===== config.mk =====
export PLATFORM = sky130hd
export DESIGN_NAME = ddr3_cmd_responder
export DESIGN_NICKNAME = d
export VERILOG_FILES = /design/src/rtl/ddr3_cmd_responder.sv
export SDC_FILE = /design/constraint.sdc
export NUM_CORES = 1
export LEC_CHECK = 0
export CORE_AREA = 2 2 163 197
export DETAILED_ROUTE_END_ITERATION = 8
export DIE_AREA = 0 0 165 199
export PLACE_DENSITY_LB_ADDON = 0.05
export SYNTH_ARGS = -nofsm -noshare
export SYNTH_HDL_FRONTEND = slang
export SYNTH_SLANG_ARGS = --single-unit
export TNS_END_PERCENT = 20

===== constraint.sdc =====
create_clock -name clk -period 22.4 [get_ports clk]
set_input_delay 2.24 -clock clk [delete_from_list [all_inputs] [get_ports clk]]
set_output_delay 2.24 -clock clk [all_outputs]
set_load 0.03 [all_outputs]

===== src/rtl/ddr3_cmd_responder.sv =====
// ddr3_cmd_responder: device-side DDR3 command decoder.
// Decodes {cs_n,ras_n,cas_n,we_n}, tracks per-bank open state and open row,
// enforces tRCD / tRP / tCCD, and emits CL/CWL-aligned access strobes toward
// the storage model. Illegal commands are dropped and reported on err_*.
// Optional feature macro: DDR3_RESP_AUTOPRE_EN (RD/WR with A10=1 auto-precharges).
module ddr3_cmd_responder #(
    parameter int ROW_W = 14,
    parameter int COL_W = 10,
    parameter int CL    = 5,
    parameter int CWL   = 5,
    parameter int T_RCD = 5,
    parameter int T_RP  = 5,
    parameter int T_CCD = 4
) (
    input  logic             clk,
    input  logic             rst,
    input  logic             cke,
    input  logic [3:0]       cmd,
    input  logic [2:0]       ba,
    input  logic [ROW_W-1:0] addr,
    output logic [7:0]       bank_open,
    output logic             rd_strobe,
    output logic             wr_strobe,
    output logic [2:0]       acc_bank,
    output logic [ROW_W-1:0] acc_row,
    output logic [COL_W-1:0] acc_col,
    output logic             self_refresh,
    output logic             err_pulse,
    output logic [2:0]       err_code
);

    localparam int NUM_BANKS = 8;
    localparam int TW        = 8;

    // Command encodings as seen on {cs_n,ras_n,cas_n,we_n}.
    localparam logic [3:0] CMD_MRS = 4'b0000;
    localparam logic [3:0] CMD_REF = 4'b0001;
    localparam logic [3:0] CMD_PRE = 4'b0010;
    localparam logic [3:0] CMD_ACT = 4'b0011;
    localparam logic [3:0] CMD_WR  = 4'b0100;
    localparam logic [3:0] CMD_RD  = 4'b0101;

    // Violation codes; numerically lower codes take precedence.
    localparam logic [2:0] ERR_NONE      = 3'd0;
    localparam logic [2:0] ERR_CLOSED    = 3'd1;
    localparam logic [2:0] ERR_ACT_OPEN  = 3'd2;
    localparam logic [2:0] ERR_TRCD      = 3'd3;
    localparam logic [2:0] ERR_TRP       = 3'd4;
    localparam logic [2:0] ERR_BANK_OPEN = 3'd5;
    localparam logic [2:0] ERR_TCCD      = 3'd6;
    localparam logic [2:0] ERR_SR_EXIT   = 3'd7;

    // A timer loaded with T-1 reaches zero exactly T cycles after the command.
    localparam logic [TW-1:0] TRCD_LD = TW'((T_RCD > 0) ? T_RCD - 1 : 0);
    localparam logic [TW-1:0] TRP_LD  = TW'((T_RP  > 0) ? T_RP  - 1 : 0);
    localparam logic [TW-1:0] TCCD_LD = TW'((T_CCD > 0) ? T_CCD - 1 : 0);
    localparam logic [TW-1:0] T_ONE   = TW'(1);

    typedef enum logic [0:0] {
        ACTIVE_MODE  = 1'b0,
        SELF_REFRESH = 1'b1
    } mode_e;

    // One delay-line slot: a pending access and its address.
    typedef struct packed {
        logic             valid;
        logic [2:0]       bank;
        logic [ROW_W-1:0] row;
        logic [COL_W-1:0] col;
    } acc_t;

    mode_e             mode_q, mode_d;
    logic              self_refresh_q;
    logic              err_pulse_q;
    logic [2:0]        err_code_q;
    logic [2:0]        err_d;
    logic [7:0]        bank_open_q, bank_open_d;
    logic [TW-1:0]     trcd_q [NUM_BANKS];
    logic [TW-1:0]     trcd_d [NUM_BANKS];
    logic [TW-1:0]     trp_q  [NUM_BANKS];
    logic [TW-1:0]     trp_d  [NUM_BANKS];
    logic [TW-1:0]     tccd_q, tccd_d;
    logic [ROW_W-1:0]  row_q  [NUM_BANKS];
    logic              act_we;
    logic              any_open;
    acc_t              new_entry;
    acc_t              rd_push, wr_push;
    acc_t              rd_pipe_q [CL];
    acc_t              wr_pipe_q [CWL];
    acc_t              acc_sel;

    assign any_open = |bank_open_q;

    // Command decode, legality checks and next-state for banks and timers.
    always_comb begin
        // NOTE: every signal written here gets a default first so no latch is inferred.
        mode_d      = mode_q;
        err_d       = ERR_NONE;
        bank_open_d = bank_open_q;
        act_we      = 1'b0;
        rd_push     = '0;
        wr_push     = '0;
        tccd_d      = (tccd_q != '0) ? tccd_q - T_ONE : '0;
        for (int b = 0; b < NUM_BANKS; b++) begin
            trcd_d[b] = (trcd_q[b] != '0) ? trcd_q[b] - T_ONE : '0;
            trp_d[b]  = (trp_q[b]  != '0) ? trp_q[b]  - T_ONE : '0;
        end
        new_entry.valid = 1'b1;
        new_entry.bank  = ba;
        new_entry.row   = row_q[ba];
        new_entry.col   = addr[COL_W-1:0];

        unique case (mode_q)
            ACTIVE_MODE: begin
                if (cke) begin
                    case (cmd)
                        CMD_MRS, CMD_REF: begin
                            if (any_open) err_d = ERR_BANK_OPEN;
                        end
                        CMD_PRE: begin
                            if (addr[10]) begin
                                bank_open_d = '0;
                                for (int b = 0; b < NUM_BANKS; b++) trp_d[b] = TRP_LD;
                            end else begin
                                bank_open_d[ba] = 1'b0;
                                trp_d[ba]       = TRP_LD;
                            end
                        end
                        CMD_ACT: begin
                            if (bank_open_q[ba])        err_d = ERR_ACT_OPEN;
                            else if (trp_q[ba] != '0)   err_d = ERR_TRP;
                            else begin
                                bank_open_d[ba] = 1'b1;
                                trcd_d[ba]      = TRCD_LD;
                                act_we          = 1'b1;
                            end
                        end
                        CMD_RD, CMD_WR: begin
                            if (!bank_open_q[ba])       err_d = ERR_CLOSED;
                            else if (trcd_q[ba] != '0)  err_d = ERR_TRCD;
                            else if (tccd_q != '0)      err_d = ERR_TCCD;
                            else begin
                                tccd_d = TCCD_LD;
                                if (cmd == CMD_RD) rd_push = new_entry;
                                else               wr_push = new_entry;
`ifdef DDR3_RESP_AUTOPRE_EN
                                if (addr[10]) begin
                                    bank_open_d[ba] = 1'b0;
                                    trp_d[ba]       = TRP_LD;
                                end
`endif
                            end
                        end
                        default: ; // NOP, reserved and deselect do nothing
                    endcase
                end else if (cmd == CMD_REF) begin
                    if (any_open) err_d  = ERR_BANK_OPEN;
                    else          mode_d = SELF_REFRESH;
                end
            end
            SELF_REFRESH: begin
                if (cke) begin
                    mode_d = ACTIVE_MODE;
                    // Only NOP, reserved (NOP-like) or deselect may accompany exit.
                    if (!cmd[3] && (cmd[2:1] != 2'b11)) err_d = ERR_SR_EXIT;
                end
            end
            default: mode_d = ACTIVE_MODE;
        endcase
    end

    // Mode FSM, bank state, timers and registered status/error outputs.
    always_ff @(posedge clk or posedge rst) begin
        if (rst) begin
            mode_q         <= ACTIVE_MODE;
            self_refresh_q <= 1'b0;
            err_pulse_q    <= 1'b0;
            err_code_q     <= ERR_NONE;
            bank_open_q    <= '0;
            tccd_q         <= '0;
            for (int b = 0; b < NUM_BANKS; b++) begin
                trcd_q[b] <= '0;
                trp_q[b]  <= '0;
            end
        end else begin
            // NOTE: state registers use non-blocking assignment so all update together.
            mode_q         <= mode_d;
            self_refresh_q <= (mode_d == SELF_REFRESH);
            err_pulse_q    <= (err_d != ERR_NONE);
            if (err_d != ERR_NONE) err_code_q <= err_d;
            bank_open_q    <= bank_open_d;
            tccd_q         <= tccd_d;
            for (int b = 0; b < NUM_BANKS; b++) begin
                trcd_q[b] <= trcd_d[b];
                trp_q[b]  <= trp_d[b];
            end
        end
    end

    // Open-row storage, written on each accepted ACT.
    // NOTE: no reset here; a row is only read while its bank is marked open.
    always_ff @(posedge clk) begin
        if (act_we) row_q[ba] <= addr;
    end

    // Read/write latency delay lines; reset empties them so in-flight strobes vanish.
    always_ff @(posedge clk or posedge rst) begin
        if (rst) begin
            for (int i = 0; i < CL; i++)  rd_pipe_q[i] <= '0;
            for (int i = 0; i < CWL; i++) wr_pipe_q[i] <= '0;
        end else begin
            rd_pipe_q[0] <= rd_push;
            for (int i = 1; i < CL; i++)  rd_pipe_q[i] <= rd_pipe_q[i-1];
            wr_pipe_q[0] <= wr_push;
            for (int i = 1; i < CWL; i++) wr_pipe_q[i] <= wr_pipe_q[i-1];
        end
    end

    // Access address follows the active strobe, read taking priority.
    always_comb begin
        if (rd_pipe_q[CL-1].valid)       acc_sel = rd_pipe_q[CL-1];
        else if (wr_pipe_q[CWL-1].valid) acc_sel = wr_pipe_q[CWL-1];
        else                             acc_sel = '0;
    end

    assign rd_strobe    = rd_pipe_q[CL-1].valid;
    assign wr_strobe    = wr_pipe_q[CWL-1].valid;
    assign acc_bank     = acc_sel.bank;
    assign acc_row      = acc_sel.row;
    assign acc_col      = acc_sel.col;
    assign bank_open    = bank_open_q;
    assign self_refresh = self_refresh_q;
    assign err_pulse    = err_pulse_q;
    assign err_code     = err_code_q;

endmodule


; After elaboration in Yosys (flattened, before gate mapping)
; Memory sizes are Yosys's and may differ from the RTL's.
; Index checks and enable logic that the tools add are counted.
; Widths: inputs -> output; s select.
[classes]
n_addsub = 17
order_cmp = 4
eq_ne = 8
n_mux = 88
bitwise = 10
n_reduce_logical = 30
[op_table]
columns = operator, count
row1 = $mux 64, 9
row2 = $mux 28, 14
row3 = $mux 8, 31
row4 = $reduce_bool 8->1, 19
row5 = $sub 8x1->8 const B, 17
row6 = $and 56x56->56, 2
row7 = $not 56->56, 1
row8 = $mux 27, 2
row9 = $bmux 8 s3, 2
row10 = $mux 3, 10
row11 = $demux 8 s3, 1
row12 = $or 8x8->8, 3
row13 = $pmux 8 s2, 1
row14 = $mux 1, 13
row15 = $pmux 3 s3, 1
row16 = $and 8x8->8, 1
row17 = $eq 4x2->1 const B, 2
row18 = $eq 4x3->1 const B, 2
row19 = $not 8->8, 1
row20 = $reduce_or 8->1, 1
row21 = $ne 2x2->1 const B, 3
row22 = $pmux 3 s2, 1
row23 = $reduce_and 5->1, 1
row24 = $eq 4x1->1 const B, 1
row25 = 15 further kinds, 18
[word_totals]
ff_bits = 429
ram_bits = 112
in_bits = 24
wordCells = 219
memories = 1
[mem_list]
columns = name, words, word_bits, rd, rd_ports_with_merged_regs, write_ports, line_no
row1 = row_q, 8, 14, 1, 0, 1, 83  ; logic [ROW_W-1:0] row_q [NUM_BANKS];

; Depth between registers and ports, before layout
[logic_depth]
depth_word = 12
depth_mapped = 11

; Worst setup path after synthesis
; Ideal clock, no wire load.
[synth_timing]
path_kind = input -> register
startpoint = in ba[0]
endpoint = reg trcd_q[11] (netlist name)
setup_ns = 0.125
t_arrival_ns = 4.429
slack_ns = 17.846
path_stages = 10
n_path_buf = 3
path_cell_list = buf_2 -> buf_1 -> and3b_1 -> clkbuf_1 -> o41ai_1 -> nand4_1 -> nor4_2 -> and2_1 -> nand2b_1 -> nor2_1
[synth_lines]
columns = element, line_no
row1 = from (decl), 19  ; input logic [2:0] ba,
row2 = "to (signal, indexed assignment)", 194  ; trcd_q[b] <= trcd_d[b];
row3 = to (decl), 78  ; logic [TW-1:0] trcd_q [NUM_BANKS];

==> reports/qor.txt <==
post-DP HPWL - 23.1 mm
P_int - 0.00183 W
placed instance area - 20600 µm²
met3 wire length - 1.96 mm
first-pass GRT wire length - 60.9 mm
peak supply drop - 0.0874 mV
vias in the first global route - 11570
Final TNS setup - 0 ps
total of max-cap violations - 0
power share of the sequential group - 49.5%
post-cts sizing count - 0
hold crit path type - reg -> reg
wire per inst - 19.3 µm
htree depth - 2
Final #Nets - 1563
Max Used Layer - met5
Clk pwr share - 32.4%
Synth async-reset ratio - 79.3%
CTS sink cnt - 541
die height - 199 µm
Worst Path Arrival - 6040 ps
switching power - 0.000739 W
status - completed
routability cong. - 0.847
row count - 71
Post-Syn Nets - 1464
switch share - 28.8%
EDFF count, synth - 112
unrepaired setup endpoints after global routing - no
mapped cell area - 19500 µm²
Worst Tran Pin Value - 1130 ps
CTS tree - built
#FFs+latches synth - 541
crit path kind - in -> reg
WL met1 - 14.6 mm
design area - 22200 µm²
P&R area growth vs syn - 14.2%
number of CTS-inserted buffers - 48
port bufs - 65
DR WL met2 - 19.7 mm
Clock Path Buffers - 3
largest net degree at the start of global routing - 176
Rel. slew slack - 23.7%
DIE WIDTH - 165 µm
Final Max Slew Viols - 0
Detailed Route Iter0 Violations - 817
most common cell after layout, fill and taps aside - dfrtp_1
count of different cell masters after synthesis - 62
Via density - 5.67
CP required - 22890 ps
CP Max Fanout - 31
Final Critical Period - 5550 ps
setup repair bufs after CTS - 0
Logic pwr share - 18.1%
Final period util - 24.8%
Pwr Density - 116 nW/µm²
ys flop type - dfrtp_1
Initial Utilization - 62.8%
CTS Hold Buffers Added - 0
Synth warnings - 0
CP startpoint kind - input pin
Clock Pin Slew Worst Setup and Hold Paths - 70 ps
most frequent cells in the layout - 429 x dfrtp_1, 209 x nor2_1, 112 x edfxtp_1, 64 x clkdlybuf4s50_1, 55 x nand2_1
register area share after synthesis - 72.4%
total track usage - 24.3%
Setup crit end kind - register
Synth Instances - 1407
final global-route overflow total - 0
share of cells above drive strength 1 - 7.83%
mean area per synthesized cell - 13.8 µm²
Routed WL - 37.5 mm
ANT cells - 0
final hold viol count - 0
final setup fails - 0
post-route ant nets - 0
final std cells w/o fill - 1946
antenna violations before repair - 2
CTS root buffer - clkbuf_16
top-level I/O count - 66
Residual DRC - 0
Max Clock Skew - 13.2 ps
Peak Freq - 180 MHz
DR vias - 11026
dpl cells - 1857
R2R setup slack - 18750 ps
total die area - 32800 µm²
Leakage - 10.2 nW
Core Area - 31000 µm²
Clock Latency Late Sink - 560 ps
1st-pass router iterations - 7
==> layout make-up <==
type	count	area, µm²
clock buffers	66	1400
flip-flops and latches	541	14100
repair buffers	79	763
inverters	53	206
multi-input cells	783	5040
clock inverters	23	223
well taps	401	502
fillers	1984	8770
==> cells in the mapped netlist, types with 5 or more instances <==
| master | number | area, µm² |
|---|---|---|
| o31ai_1 | 5 | 37.5 |
| a21oi_1 | 20 | 100 |
| xor2_1 | 46 | 403 |
| dfrtp_1 | 429 | 10700 |
| inv_1 | 51 | 191 |
| ha_1 | 33 | 413 |
| buf_2 | 5 | 25.0 |
| o21ai_1 | 6 | 30.0 |
| or3_1 | 15 | 93.8 |
| a22o_1 | 30 | 263 |
| a221oi_1 | 6 | 52.6 |
| nor4_1 | 17 | 106 |
| and3_1 | 17 | 106 |
| nand2b_1 | 12 | 75.1 |
| o21ai_0 | 38 | 190 |
| nor3b_1 | 7 | 52.6 |
| nand3b_1 | 15 | 113 |
| edfxtp_1 | 112 | 3360 |
| nand2_1 | 55 | 206 |
| a22oi_1 | 20 | 150 |
| nor2_1 | 209 | 785 |
| and2_1 | 25 | 156 |
| a31o_2 | 9 | 78.8 |
| or4_1 | 17 | 128 |
| nand3_1 | 9 | 45.0 |
| a21o_1 | 17 | 128 |
| nor3_1 | 33 | 165 |
| clkbuf_1 | 18 | 67.6 |
| mux2i_1 | 20 | 200 |
| xnor2_1 | 43 | 377 |
==> through the flow <==
stage	total power, W	utilization [%]	hold WS (ps)	worst slack (ps)
floorplan	0.00162	-	331	8210
global placement	0.00173	66.5	332	16440
detailed placement	0.00175	66.5	335	16320
CTS	0.00259	71.7	345	16880
global route	0.00272	71.7	349	16490
finish	0.00257	71.7	342	16850
==> power by group through the flow <==
| stage | Combinational, W | Sequential, W | Clock [W] |
|---|---|---|---|
| floorplan | 0.000363 | 0.00126 | 0 |
| global placement | 0.000449 | 0.00128 | 0 |
| detailed placement | 0.000467 | 0.00128 | 0 |
| CTS | 0.000471 | 0.00127 | 0.000851 |
| global route | 0.000533 | 0.00129 | 0.000893 |
| finish | 0.000465 | 0.00127 | 0.000832 |
==> state kept, by name, indices dropped and copies added (netlist names), 3 cells and up <==
signal     flops
bank_open      8
err_code       3
rd_pipe_q    139
row_q        112
tccd_q         8
trcd_q        64
trp_q         64
wr_pipe_q    139
==> routing by layer <==
| layer | vias up | track usage [%] |
|---|---|---|
| met5 | - | 0 |
| met4 | 4 | 9.24 |
| met3 | 85 | 4.55 |
| met2 | 290 | 41.9 |
| met1 | 5577 | 30.5 |
| li1 | 5070 | - |
==> cell families after synthesis <==
group	count (synthesis)	synth area share [%]
AND/OR/NAND/NOR	457	11.6
multiplexers	27	1.67
XOR/XNOR	89	4.01
AO/OA/AOI/OAI	177	6.40
flip-flops	541	72.4
buffers and inverters	83	1.71
adder cells (fa/ha/maj)	33	2.12
==> final timing paths <==
path                                              start  cells past startpoint                  endpoint
min in group asynchronous                           rst                      2    rd_pipe_q[3]$_DFF_PP0_
worst max register to register      trp_q[35]$_DFF_PP0_                      7      trcd_q[46]$_DFF_PP0_
max in group asynchronous                           rst                      3  rd_pipe_q[121]$_DFF_PP0_
worst min register to register  rd_pipe_q[43]$_DFF_PP0_                      0   rd_pipe_q[15]$_DFF_PP0_
worst max-delay path                              ba[0]                     10  wr_pipe_q[121]$_DFF_PP0_
worst min-delay path            rd_pipe_q[43]$_DFF_PP0_                      0   rd_pipe_q[15]$_DFF_PP0_
==> worst max-delay path, cell delays in order <==
cell and delay [ps]:
clkdlybuf4s50_1 460, buf_4 330, clkinv_1 620, mux4_2 390, mux2i_1 100, or2_2 350, nor4_4 710, nand2b_2 360
inv_2 280, and2_1 170
Power figures use the tool's default switching activity.
